$ cat src/rtl/led_ctrl_pkg.sv
// Shared encodings for the LED sequencer.
//   mode_e  : command mode field encodings (OFF/ON/BLINK/PWM)
//   state_e : sequencer FSM states
//   PWM_W   : width of the PWM duty/counter
package led_ctrl_pkg;

  typedef enum logic [1:0] {
    MODE_OFF   = 2'd0,
    MODE_ON    = 2'd1,
    MODE_BLINK = 2'd2,
    MODE_PWM   = 2'd3
  } mode_e;

  typedef enum logic [2:0] {
    ST_IDLE,
    ST_STEADY,
    ST_PWM,
    ST_BLK_ON,
    ST_BLK_OFF
  } state_e;

  localparam int unsigned PWM_W = 8;

endpackage

$ cat src/rtl/tick_prescaler.sv
// Divides clk down to a one-cycle tick pulse every TICK_DIV cycles.
//   clk  : clock
//   rst  : synchronous active-high reset
//   clr  : restart the count from 0 (wins over counting)
//   tick : high while the count sits at TICK_DIV-1
module tick_prescaler #(
  parameter int unsigned TICK_DIV = 50000
) (
  input  logic clk,
  input  logic rst,
  input  logic clr,
  output logic tick
);

  localparam int unsigned W = (TICK_DIV > 2) ? $clog2(TICK_DIV) : 1;
  localparam logic [W-1:0] LAST = W'(TICK_DIV - 1);

  logic [W-1:0] cnt;

  always_ff @(posedge clk) begin
    if (rst || clr) begin
      cnt <= '0;
    end else if (cnt == LAST) begin
      cnt <= '0;
    end else begin
      cnt <= cnt + 1'b1;
    end
  end

  assign tick = (cnt == LAST);

endmodule

$ cat src/rtl/led_seq_ctrl.sv
// Command-driven LED sequencer: steady, blink and PWM-dim patterns.
//   clk, rst      : clock, synchronous active-high reset
//   cmd_valid     : command present
//   cmd_ready     : command can be accepted (low only during a finite blink)
//   cmd_mode      : 0 OFF, 1 ON, 2 BLINK, 3 PWM
//   cmd_on_ticks  : blink on-phase ticks; [7:0] is the PWM duty
//   cmd_off_ticks : blink off-phase ticks
//   cmd_repeat    : blink cycles, 0 = forever
//   led           : registered LED drive
//   busy          : finite blink in progress
//   done          : one-cycle pulse when a finite blink completes
module led_seq_ctrl
  import led_ctrl_pkg::*;
#(
  parameter int unsigned TICK_DIV = 50000,
  parameter int unsigned CNT_W    = 16,
  parameter int unsigned REP_W    = 8
) (
  input  logic             clk,
  input  logic             rst,
  input  logic             cmd_valid,
  output logic             cmd_ready,
  input  logic [1:0]       cmd_mode,
  input  logic [CNT_W-1:0] cmd_on_ticks,
  input  logic [CNT_W-1:0] cmd_off_ticks,
  input  logic [REP_W-1:0] cmd_repeat,
  output logic             led,
  output logic             busy,
  output logic             done
);

  state_e             state, state_n;
  logic               led_n, done_n;
  logic [CNT_W-1:0]   phase, phase_n;
  logic [REP_W-1:0]   rep, rep_n;
  logic               rep_inf, rep_inf_n;
  logic [CNT_W-1:0]   on_lat, on_lat_n;
  logic [CNT_W-1:0]   off_lat, off_lat_n;
  logic [PWM_W-1:0]   duty, duty_n;
  logic [PWM_W-1:0]   pwm_cnt, pwm_n;
  logic               tick;
  logic               accept;

  // Phases are never zero length: a zero count behaves as one tick.
  function automatic logic [CNT_W-1:0] nz(input logic [CNT_W-1:0] v);
    return (v == '0) ? CNT_W'(1) : v;
  endfunction

  assign busy      = ((state == ST_BLK_ON) || (state == ST_BLK_OFF)) && !rep_inf;
  assign cmd_ready = !busy;
  assign accept    = cmd_valid && cmd_ready;

  tick_prescaler #(
    .TICK_DIV(TICK_DIV)
  ) u_presc (
    .clk (clk),
    .rst (rst),
    .clr (accept),
    .tick(tick)
  );

  always_comb begin
    state_n   = state;
    led_n     = led;
    done_n    = 1'b0;
    phase_n   = phase;
    rep_n     = rep;
    rep_inf_n = rep_inf;
    on_lat_n  = on_lat;
    off_lat_n = off_lat;
    duty_n    = duty;
    pwm_n     = pwm_cnt;

    case (state)
      ST_PWM: begin
        pwm_n = pwm_cnt + 1'b1;
        led_n = (pwm_n < duty);
      end
      ST_BLK_ON: begin
        if (tick) begin
          if (phase == CNT_W'(1)) begin
            state_n = ST_BLK_OFF;
            led_n   = 1'b0;
            phase_n = nz(off_lat);
          end else begin
            phase_n = phase - 1'b1;
          end
        end
      end
      ST_BLK_OFF: begin
        if (tick) begin
          if (phase == CNT_W'(1)) begin
            if (rep_inf || (rep > REP_W'(1))) begin
              if (!rep_inf) rep_n = rep - 1'b1;
              state_n = ST_BLK_ON;
              led_n   = 1'b1;
              phase_n = nz(on_lat);
            end else begin
              state_n = ST_IDLE;
              led_n   = 1'b0;
              done_n  = 1'b1;
              phase_n = '0;
              rep_n   = '0;
            end
          end else begin
            phase_n = phase - 1'b1;
          end
        end
      end
      default: ;
    endcase

    // Acceptance overrides the running pattern; a finite blink never
    // completes in an accept cycle because cmd_ready is low then.
    if (accept) begin
      on_lat_n  = cmd_on_ticks;
      off_lat_n = cmd_off_ticks;
      duty_n    = cmd_on_ticks[PWM_W-1:0];
      pwm_n     = '0;
      phase_n   = '0;
      rep_n     = '0;
      rep_inf_n = 1'b0;
      case (mode_e'(cmd_mode))
        MODE_OFF: begin
          state_n = ST_IDLE;
          led_n   = 1'b0;
        end
        MODE_ON: begin
          state_n = ST_STEADY;
          led_n   = 1'b1;
        end
        MODE_PWM: begin
          state_n = ST_PWM;
          led_n   = (cmd_on_ticks[PWM_W-1:0] != '0);
        end
        default: begin
          state_n   = ST_BLK_ON;
          led_n     = 1'b1;
          phase_n   = nz(cmd_on_ticks);
          rep_n     = cmd_repeat;
          rep_inf_n = (cmd_repeat == '0);
        end
      endcase
    end
  end

  always_ff @(posedge clk) begin
    if (rst) begin
      state   <= ST_IDLE;
      led     <= 1'b0;
      done    <= 1'b0;
      phase   <= '0;
      rep     <= '0;
      rep_inf <= 1'b0;
      on_lat  <= '0;
      off_lat <= '0;
      duty    <= '0;
      pwm_cnt <= '0;
    end else begin
      state   <= state_n;
      led     <= led_n;
      done    <= done_n;
      phase   <= phase_n;
      rep     <= rep_n;
      rep_inf <= rep_inf_n;
      on_lat  <= on_lat_n;
      off_lat <= off_lat_n;
      duty    <= duty_n;
      pwm_cnt <= pwm_n;
    end
  end

endmodule

$ cat config.mk
export PLATFORM = sky130hd
export DESIGN_NAME = led_seq_ctrl
export DESIGN_NICKNAME = d
export VERILOG_FILES = /design/src/rtl/led_ctrl_pkg.sv /design/src/rtl/tick_prescaler.sv /design/src/rtl/led_seq_ctrl.sv
export SDC_FILE = /design/constraint.sdc
export NUM_CORES = 1
export LEC_CHECK = 0
export CAP_MARGIN = 20
export CORE_UTILIZATION = 45
export DETAILED_ROUTE_END_ITERATION = 10
export GPL_TIMING_DRIVEN = 0
export MAX_ROUTING_LAYER = met4
export PLACE_DENSITY = 0.69
export SYNTH_ARGS = -nofsm -noshare
export SYNTH_HDL_FRONTEND = slang
export SYNTH_SLANG_ARGS = --single-unit
$ cat constraint.sdc
create_clock -name clk -period 3.8 [get_ports clk]
set_clock_uncertainty 0.15 [all_clocks]
set_input_delay 0.57 -clock clk [delete_from_list [all_inputs] [get_ports clk]]
set_output_delay 0.57 -clock clk [all_outputs]
set_load 0.05 [all_outputs]
==> results.cfg, run 1 <==
[synth]
synth_area_um2 = 4750
syn_avg_cell_area_um2 = 7.90
synth_edf_count = 0
ys_seq_area_share_pct = 36.2
synth-async-reset-ratio_pct = 0
synth_ff_type = dfxtp_1
synth_nets = 663
synthCells = 602
ys_types = 57
synth-seq-cells = 86
yosys_warnings = 0

[grt]
grt_max_degree = 14
overflow = 0
antenna_found_initial = 0
grt_pass1_wl_um = 23000
first_global_vias = 4517
grtUsageTotal_pct = 27.3

[die]
rows = 37
top_level_ports = 49
dieArea_um2 = 11000
core_area_um2 = 10300
start_util_pct = 46.3
die_w_um = 105
fp.dieH_um = 105

[cells_and_area]
final_cell_area_um2 = 5610
syn_to_final_growth_pct = 18.1
multiInputGateArea_um2 = 2810
antennaDiodeCount = 0
nFillCells = 1003
layout_commonest_cell = nand2_1
drive_gt1_share_pct = 4.37
seqCellArea_um2 = 1720
nets = 722
final_cell_mix = nand2_1, dfxtp_1, a21oi_1, nor2_1, clkdlybuf4s50_1

[placement]
dp_hpwl_um = 10400
gp_congestion = 0.966
portBuffers = 47
dpl_worst_slack_ns = 0.678
placed_area_um2 = 5390

[worst_setup_path]
cp.arrival_ns = 2.52
cp.required_ns = 3.08
cp_max_fo = 9
crit_path_end_kind = primary output
cp-start-kind = flop
path_class = reg -> out

[power_and_ir_drop]
power_density_nw_per_um2 = 696
total_power_mw = 3.90
irDropWorstVdd_uv = 318
leakage_nw = 2.02

[drt]
wire_per_inst_um = 17.5
vias_per_cell = 5.97
vias = 4777
ant_nets = 0
first_pass_iters = 6
drc = 0
finalWirelength_um = 14000
drt_iter0_drc = 486

[timing]
fin_tns_setup_ns = 0
setup_ws_ns = 0.557
holdWs_ns = 0.297
rsz0062_at_grt = no
min_period_ns = 3.24
fmax_mhz = 308
worst_slew_pin_slew_ns = 0.900
hold_violations = 0
slew_violations = 0
setup_viol = 0
fin_crit_sh_pct = 85.3
slew_headroom_pct = 40.0

[clock_network]
cts_max_path_buffers = 2
clk_pin_slew_worst_paths_ns = 0.08
cts_made_buffers = 9
postCtsHoldBufs = 0
postCtsSetupBuffers = 0
ctsResizeCount = 0
cts_tree = yes
htreeDepth = 3
clock_latency_ns = 0.37
root_buffer = clkbuf_8
cts.sinks = 86

[job]
drv_cap = 0

[min_path]
holdCritPathClass = reg -> reg

[run_status]
status = finished, final reports clean
-- worst max-delay path, stage by stage (launching register included) --
cell	delay [ns]
dfxtp_1	0.30
clkbuf_1	0.17
or4b_1	0.53
buf_2	0.17
and2_1	0.15
inv_1	0.05
clkdlybuf4s50_1	0.78
-- worst paths after layout --
| path | startpoint | end | slack [ns] | depth (start not counted) |
|---|---|---|---|---|
| max reg2reg | state[0]$_SDFFE_PP0P_ | phase[12]$_SDFFE_PP0P_ | 0.58 | 7 |
| min | u_presc.cnt[0]$_SDFF_PP0_ | u_presc.cnt[0]$_SDFF_PP0_ | 0.30 | 1 |
| min reg2reg | u_presc.cnt[0]$_SDFF_PP0_ | u_presc.cnt[0]$_SDFF_PP0_ | 0.30 | 1 |
| max | state[0]$_SDFFE_PP0P_ | busy | 0.56 | 6 |
-- flip-flops by register name, indices dropped and copies added, names as in the netlist --
name and cells:
phase 16, led 1, rep_inf 1, rep 8, pwm_cnt 8, off_lat 16, done 1, state 3
u_presc.cnt 16, on_lat 16
-- where the power goes --
part | switching, mW | internal [mW]
Sequential | 0.234 | 1.09
Clock | 0.324 | 0.380
Combinational | 1.16 | 0.726
-- cell families after synthesis --
| logic type | Yosys count | synth area share [%] |
|---|---|---|
| AOI/OAI and AO/OA | 152 | 21.5 |
| xor gates and xnor gates | 32 | 5.90 |
| adders and majority gates | 16 | 4.21 |
| buffers and inverters | 57 | 4.74 |
| DFF | 86 | 36.2 |
| and+or+nand+nor | 259 | 27.5 |
-- cell usage after synthesis (3+ instances only) --
| library cell | number | area share, % |
|---|---|---|
| nand2_1 | 97 | 7.7 |
| dfxtp_1 | 86 | 36 |
| a21oi_1 | 53 | 5.6 |
| nor2_1 | 50 | 3.9 |
| clkbuf_1 | 32 | 2.5 |
| inv_1 | 21 | 1.7 |
| nor4_1 | 21 | 2.8 |
| xor2_1 | 19 | 3.5 |
| nor3_1 | 17 | 1.8 |
| ha_1 | 16 | 4.2 |
| a211oi_1 | 15 | 2.4 |
| o21ai_0 | 13 | 1.4 |
| xnor2_1 | 13 | 2.4 |
| a221oi_1 | 11 | 2.0 |
| nand3_1 | 11 | 1.2 |
| or4_1 | 11 | 1.7 |
| or3_1 | 9 | 1.2 |
| a311oi_1 | 8 | 1.5 |
| a22oi_1 | 7 | 1.1 |
| nand4_1 | 7 | 0.92 |
| a31oi_1 | 5 | 0.66 |
| o211ai_1 | 5 | 0.79 |
| o31ai_1 | 5 | 0.79 |
| and2_1 | 4 | 0.53 |
| and3_1 | 4 | 0.53 |
| nand2b_1 | 4 | 0.53 |
| nor3b_1 | 4 | 0.63 |
| o21a_1 | 4 | 0.63 |
| a21o_1 | 3 | 0.47 |
| a22o_1 | 3 | 0.55 |
| and4_1 | 3 | 0.55 |
| buf_2 | 3 | 0.32 |
| o2111ai_1 | 3 | 0.55 |
| o311a_1 | 3 | 0.63 |
-- routing by layer --
| metal | GRT usage (%) | share of wire (%) | vias to the layer above |
|---|---|---|---|
| met4 | 10.6 | 2.2 | 0 |
| met1 | 36.8 | 46 | 2225 |
| met3 | 4.49 | 7.6 | 30 |
| met5 | - | 0 | - |
| li1 | - | - | 2306 |
| met2 | 41.0 | 44 | 216 |
-- area by class of cell --
cell class	instances	share of cell area (%)
Buffer	36	2.61
Clock buffer	10	2.45
Clock inverter	4	1.29
Inverter	21	1.40
Multi-Input combinational cell	459	50.0
Sequential cell	86	30.7
Tap cell	136	3.03
Timing Repair Buffer	48	8.52
-- through the flow --
| step | std cells | utilization (%) |
|---|---|---|
| 6_report | 800 | 54.6 |
| 5_1_grt | 800 | 54.6 |
| 4_1_cts | 799 | 54.5 |
| 3_5_place_dp | 785 | 52.5 |
| 3_3_place_gp | 785 | 52.5 |
| 2_1_floorplan | 602 | - |
Note: power is estimated with default switching activity, not from simulation.
==> run 2: changes to the inputs <==
CTS_CLUSTER_SIZE = 24   (was unset)
PLACE_DENSITY = 0.71   (was 0.69)
==> run 2 against run 1 <==
Compared with the run above:
- register-to-register slack got worse by 0.05 ns
- clock power decreased by 4.3%
- count of clock-buffer cells in the layout unchanged
- worst setup slack got worse by 0.031 ns
- critical path depth increased by 1
- cell count increased by 0.13%
- final area decreased by 0.18%
- non-clock buffer count decreased by 1
- sequential power about the same
- critical endpoint is now phase[12]$_SDFFE_PP0P_
- highest routed layer unchanged
==> results.cfg, run 2 (same netlist as run 1, synthesis figures left out) <==
[timing]
setup_ws_ns = 0.526
slew_headroom_pct = 28.0
hold_violations = 0
slew_violations = 0
worst_slew_pin_slew_ns = 1.07
setup_viol = 0
min_period_ns = 3.27
holdWs_ns = 0.295
fin_crit_sh_pct = 86.2
rsz0062_at_grt = no
fmax_mhz = 305
fin_tns_setup_ns = 0

[worst_setup_path]
cp.arrival_ns = 3.40
slowest_delay_ns = 0.79
path_class = reg -> reg
cp_common_cell = clkbuf_1
cp.required_ns = 3.92
cp_max_fo = 10
crit_path_end_kind = flop
crit_chain = clkbuf_1, nor3b_1, o21ai_0, o21ai_1, clkbuf_1, a221oi_1, a211oi_1
slowest_stage = nor3b_1
cp-start-kind = flop

[clock_network]
cts_tree = yes
clk_pin_slew_worst_paths_ns = 0.09
htreeDepth = 3
cts_max_path_buffers = 2
postCtsSetupBuffers = 0
root_buffer = clkbuf_8
clock_latency_ns = 0.36
cts_made_buffers = 9
ctsResizeCount = 0
cts.sinks = 86
postCtsHoldBufs = 0

[grt]
grt_pass1_wl_um = 22600
first_global_vias = 4531
grtUsageTotal_pct = 26.8
antenna_found_initial = 0
overflow = 0
grt_max_degree = 16

[die]
die_w_um = 105
start_util_pct = 46.3
fp.dieH_um = 105
dieArea_um2 = 11000
core_area_um2 = 10300
rows = 37
top_level_ports = 49

[cells_and_area]
final_cell_mix = nand2_1, dfxtp_1, a21oi_1, nor2_1, clkdlybuf4s50_1
layout_commonest_cell = nand2_1
fin_util_pct = 54.5
nets = 721
drive_gt1_share_pct = 4.51
antennaDiodeCount = 0
syn_to_final_growth_pct = 17.8

[power_and_ir_drop]
clkPwrFrac_pct = 17.4
p_int_mw = 2.13
switchingPower_mw = 1.74
seq_power_share_pct = 34.1
power_frac_comb_pct = 48.4
irDropWorstVdd_uv = 361
total_power_mw = 3.86
power_density_nw_per_um2 = 690
leakage_nw = 2.01
switching_share_pct = 45.0

[drt]
ant_nets = 0
vias_per_cell = 5.98
wire_per_inst_um = 17.6
drt_iter0_drc = 493
finalWirelength_um = 14100
first_pass_iters = 5
vias = 4792
drc = 0

[min_path]
holdCritPathClass = reg -> reg

[placement]
dp_hpwl_um = 10500
portBuffers = 47
gp_congestion = 0.971
dpl_worst_slack_ns = 0.610

[job]
drv_cap = 0

[run_status]
status = finished, final reports clean
[run 2: worst paths after layout]
kind / start / endpoint / slack (ns) / cells after the start
hold / removal: u_presc.cnt[0]$_SDFF_PP0_ / u_presc.cnt[0]$_SDFF_PP0_ / 0.29 / 1
setup reg to reg: state[0]$_SDFFE_PP0P_ / phase[12]$_SDFFE_PP0P_ / 0.53 / 7
setup / recovery: state[0]$_SDFFE_PP0P_ / phase[12]$_SDFFE_PP0P_ / 0.53 / 7
hold reg to reg: u_presc.cnt[0]$_SDFF_PP0_ / u_presc.cnt[0]$_SDFF_PP0_ / 0.29 / 1
[run 2: final cells by class]
cell class | count | area (µm²)
fill | 1019 | 4680
inverter | 21 | 78.8
sequential | 86 | 1720
multi-input combinational | 459 | 2810
buffer | 36 | 146
timing repair buffer | 47 | 470
tap | 136 | 170
clock inverter | 6 | 70.1
clock buffer | 10 | 138
[run 2: power by group through the flow]
stage	Sequential, mW	Combinational [mW]	Clock, mW
after floorplan	1.27	1.35	0
after global placement	1.32	1.80	0
after detailed placement	1.33	1.82	0
after CTS	1.31	1.83	0.688
after global routing	1.34	2.05	0.715
final	1.32	1.87	0.673
[run 2: metrics by stage]
stage / area, µm² / cells
after floorplan: 4750 / 602
after global placement: 5390 / 785
after detailed placement: 5390 / 785
after CTS: 5600 / 801
after global routing: 5600 / 801
final: 5600 / 801
[run 2: metal layers]
layer	track usage, %	vias to the layer above	part of all wire, %
li1	-	2308	-
met1	36.5	2256	47
met2	39.9	203	44
met3	3.68	25	7.1
met4	10.9	0	1.9
met5	-	-	0
[run 2: critical path, delay by kind of cell, from the launching register on]
kind	cells	cell delay (ns)
buffers and inverters	2	0.67
and+or+nand+nor	1	0.79
AOI/OAI and AO/OA	4	1.26
DFF	1	0.31
==> run 3: changes to the inputs <==
CELL_PAD_IN_SITES_DETAIL_PLACEMENT = 0   (was unset)
CELL_PAD_IN_SITES_GLOBAL_PLACEMENT = 1   (was unset)
CORE_UTILIZATION = 38   (was 45)
PLACE_DENSITY = 0.81   (was 0.71)
clock period = 3 ns   (was 3.8 ns; I/O delays follow)
==> run 3 against run 2 <==
Compared with the run above:
- final area increased by 3.1%
- utilization decreased by 6.8 points
- largest cell class unchanged
- critical endpoint is now rep[4]$_SDFFE_PP0P_
- via count decreased by 0.79%
- first-iteration DRC count decreased by 15%
==> results.cfg, run 3 (same netlist as run 1, synthesis figures left out) <==
[grt]
first_global_vias = 4484
grt_max_degree = 16
grtUsageTotal_pct = 23.9
grt_pass1_wl_um = 23400
overflow = 0
antenna_found_initial = 0

[placement]
placed_area_um2 = 5430
gp_congestion = 0.921
dp_hpwl_um = 10900
dpl_worst_slack_ns = -0.134
portBuffers = 47
dp.cells = 817

[clock_network]
cts_made_buffers = 9
postCtsHoldBufs = 0
root_buffer = clkbuf_16
clk_pin_slew_worst_paths_ns = 0.06
cts_tree = yes
cts.sinks = 86
cts_max_path_buffers = 2
htreeDepth = 3
clock_latency_ns = 0.35

[die]
fp.dieH_um = 114
core_area_um2 = 12100
dieArea_um2 = 13000
rows = 40
start_util_pct = 39.2
top_level_ports = 49
die_w_um = 114

[power_and_ir_drop]
switching_share_pct = 43.3
clkPwrFrac_pct = 22.3
irDropWorstVdd_uv = 329
total_power_mw = 5.23
switchingPower_mw = 2.26
leakage_nw = 2.09
power_frac_comb_pct = 45.8
power_density_nw_per_um2 = 905
seq_power_share_pct = 31.9
p_int_mw = 2.96

[drt]
finalWirelength_um = 14400
vias_per_cell = 5.70
wire_per_inst_um = 17.2
vias = 4754
ant_nets = 0
drt_iter0_drc = 418
first_pass_iters = 5
drc = 0

[worst_setup_path]
path_buf_inv = 3
crit_family = simple AND/OR/NAND/NOR gates
cp.arrival_ns = 3.02
cp_common_cell = clkbuf_1
slowest_stage = or4b_2
crit_path_end_kind = flop
cp.required_ns = 3.14
cp-start-kind = flop
cp_max_fo = 9
slowest_delay_ns = 0.69
path_class = reg -> reg
crit_chain = clkbuf_1, or4b_1, buf_2, and3_1, clkbuf_1, or4b_2, a221o_1, o21ai_1

[cells_and_area]
drive_gt1_share_pct = 6.16
nets = 722
nFillCells = 1249
final_cell_area_um2 = 5770
layout_commonest_cell = nand2_1
syn_to_final_growth_pct = 21.5
final_cell_mix = nand2_1, dfxtp_1, a21oi_1, nor2_1, clkdlybuf4s50_1
fin_util_pct = 47.7
stdcell_count = 834
antennaDiodeCount = 0

[timing]
slew_headroom_pct = 55.0
rsz0062_at_grt = no
slew_violations = 0
setup_viol = 0
fin_tns_setup_ns = 0
fin_crit_sh_pct = 96.1
fmax_mhz = 347
min_period_ns = 2.88
hold_violations = 0
worst_slew_pin_slew_ns = 0.673
setup_ws_ns = 0.116
holdWs_ns = 0.296

[job]
drv_cap = 0

[run_status]
status = finished, final reports clean

[min_path]
holdCritPathClass = reg -> reg
-- run 3: cell count changes in the layout (fill, tap and decap cells not counted), sizes merged --
| cell | before | now |
|---|---|---|
| dlygate4sd2 | 0 | 2 |
| clkinv | 1 | 2 |
| inv | 22 | 23 |
| clkdlybuf4s50 | 47 | 45 |
| clkinvlp | 3 | 1 |
| buf | 4 | 5 |
-- run 3: power groups by stage --
| stage | clock network [mW] | registers [mW] | logic (mW) |
|---|---|---|---|
| 3_3_place_gp | 0 | 1.67 | 2.31 |
| 4_1_cts | 1.19 | 1.66 | 2.33 |
| 2_1_floorplan | 0 | 1.61 | 1.71 |
| 6_report | 1.17 | 1.67 | 2.39 |
| 5_1_grt | 1.23 | 1.70 | 2.63 |
| 3_5_place_dp | 0 | 1.68 | 2.32 |
-- run 3: routing by layer --
| metal | GRT usage, % | vias up | share of wire [%] |
|---|---|---|---|
| met4 | 8.31 | 0 | 2.1 |
| li1 | - | 2327 | - |
| met3 | 5.95 | 30 | 8.6 |
| met1 | 32.1 | 2191 | 46 |
| met2 | 34.9 | 206 | 43 |
| met5 | - | - | 0 |
-- run 3: final timing paths --
path | from | end | slack (ns) | cells past startpoint
setup / recovery | state[0]$_SDFFE_PP0P_ | rep[4]$_SDFFE_PP0P_ | 0.12 | 8
setup reg to reg | state[0]$_SDFFE_PP0P_ | rep[4]$_SDFFE_PP0P_ | 0.12 | 8
hold / removal | u_presc.cnt[0]$_SDFF_PP0_ | u_presc.cnt[0]$_SDFF_PP0_ | 0.30 | 1
hold reg to reg | u_presc.cnt[0]$_SDFF_PP0_ | u_presc.cnt[0]$_SDFF_PP0_ | 0.30 | 1
-- run 3: final cells by class --
class                      instances  area [µm²]  share of cell area (%)
clock inverter                     6        68.8                    1.19
tap                              168         210                    3.64
sequential                        86        1720                    29.8
clock buffer                      10         239                    4.14
inverter                          21        78.8                    1.37
buffer                            36         153                    2.64
timing repair buffer              48         473                    8.19
multi-input combinational        459        2830                    49.0
-- run 3: timing repair --
action | CTS | global route
gates resized for setup | 6 | 10
gates cloned | 0 | 0
endpoints found under the setup margin | 12 | 18
setup buffers | 0 | 0
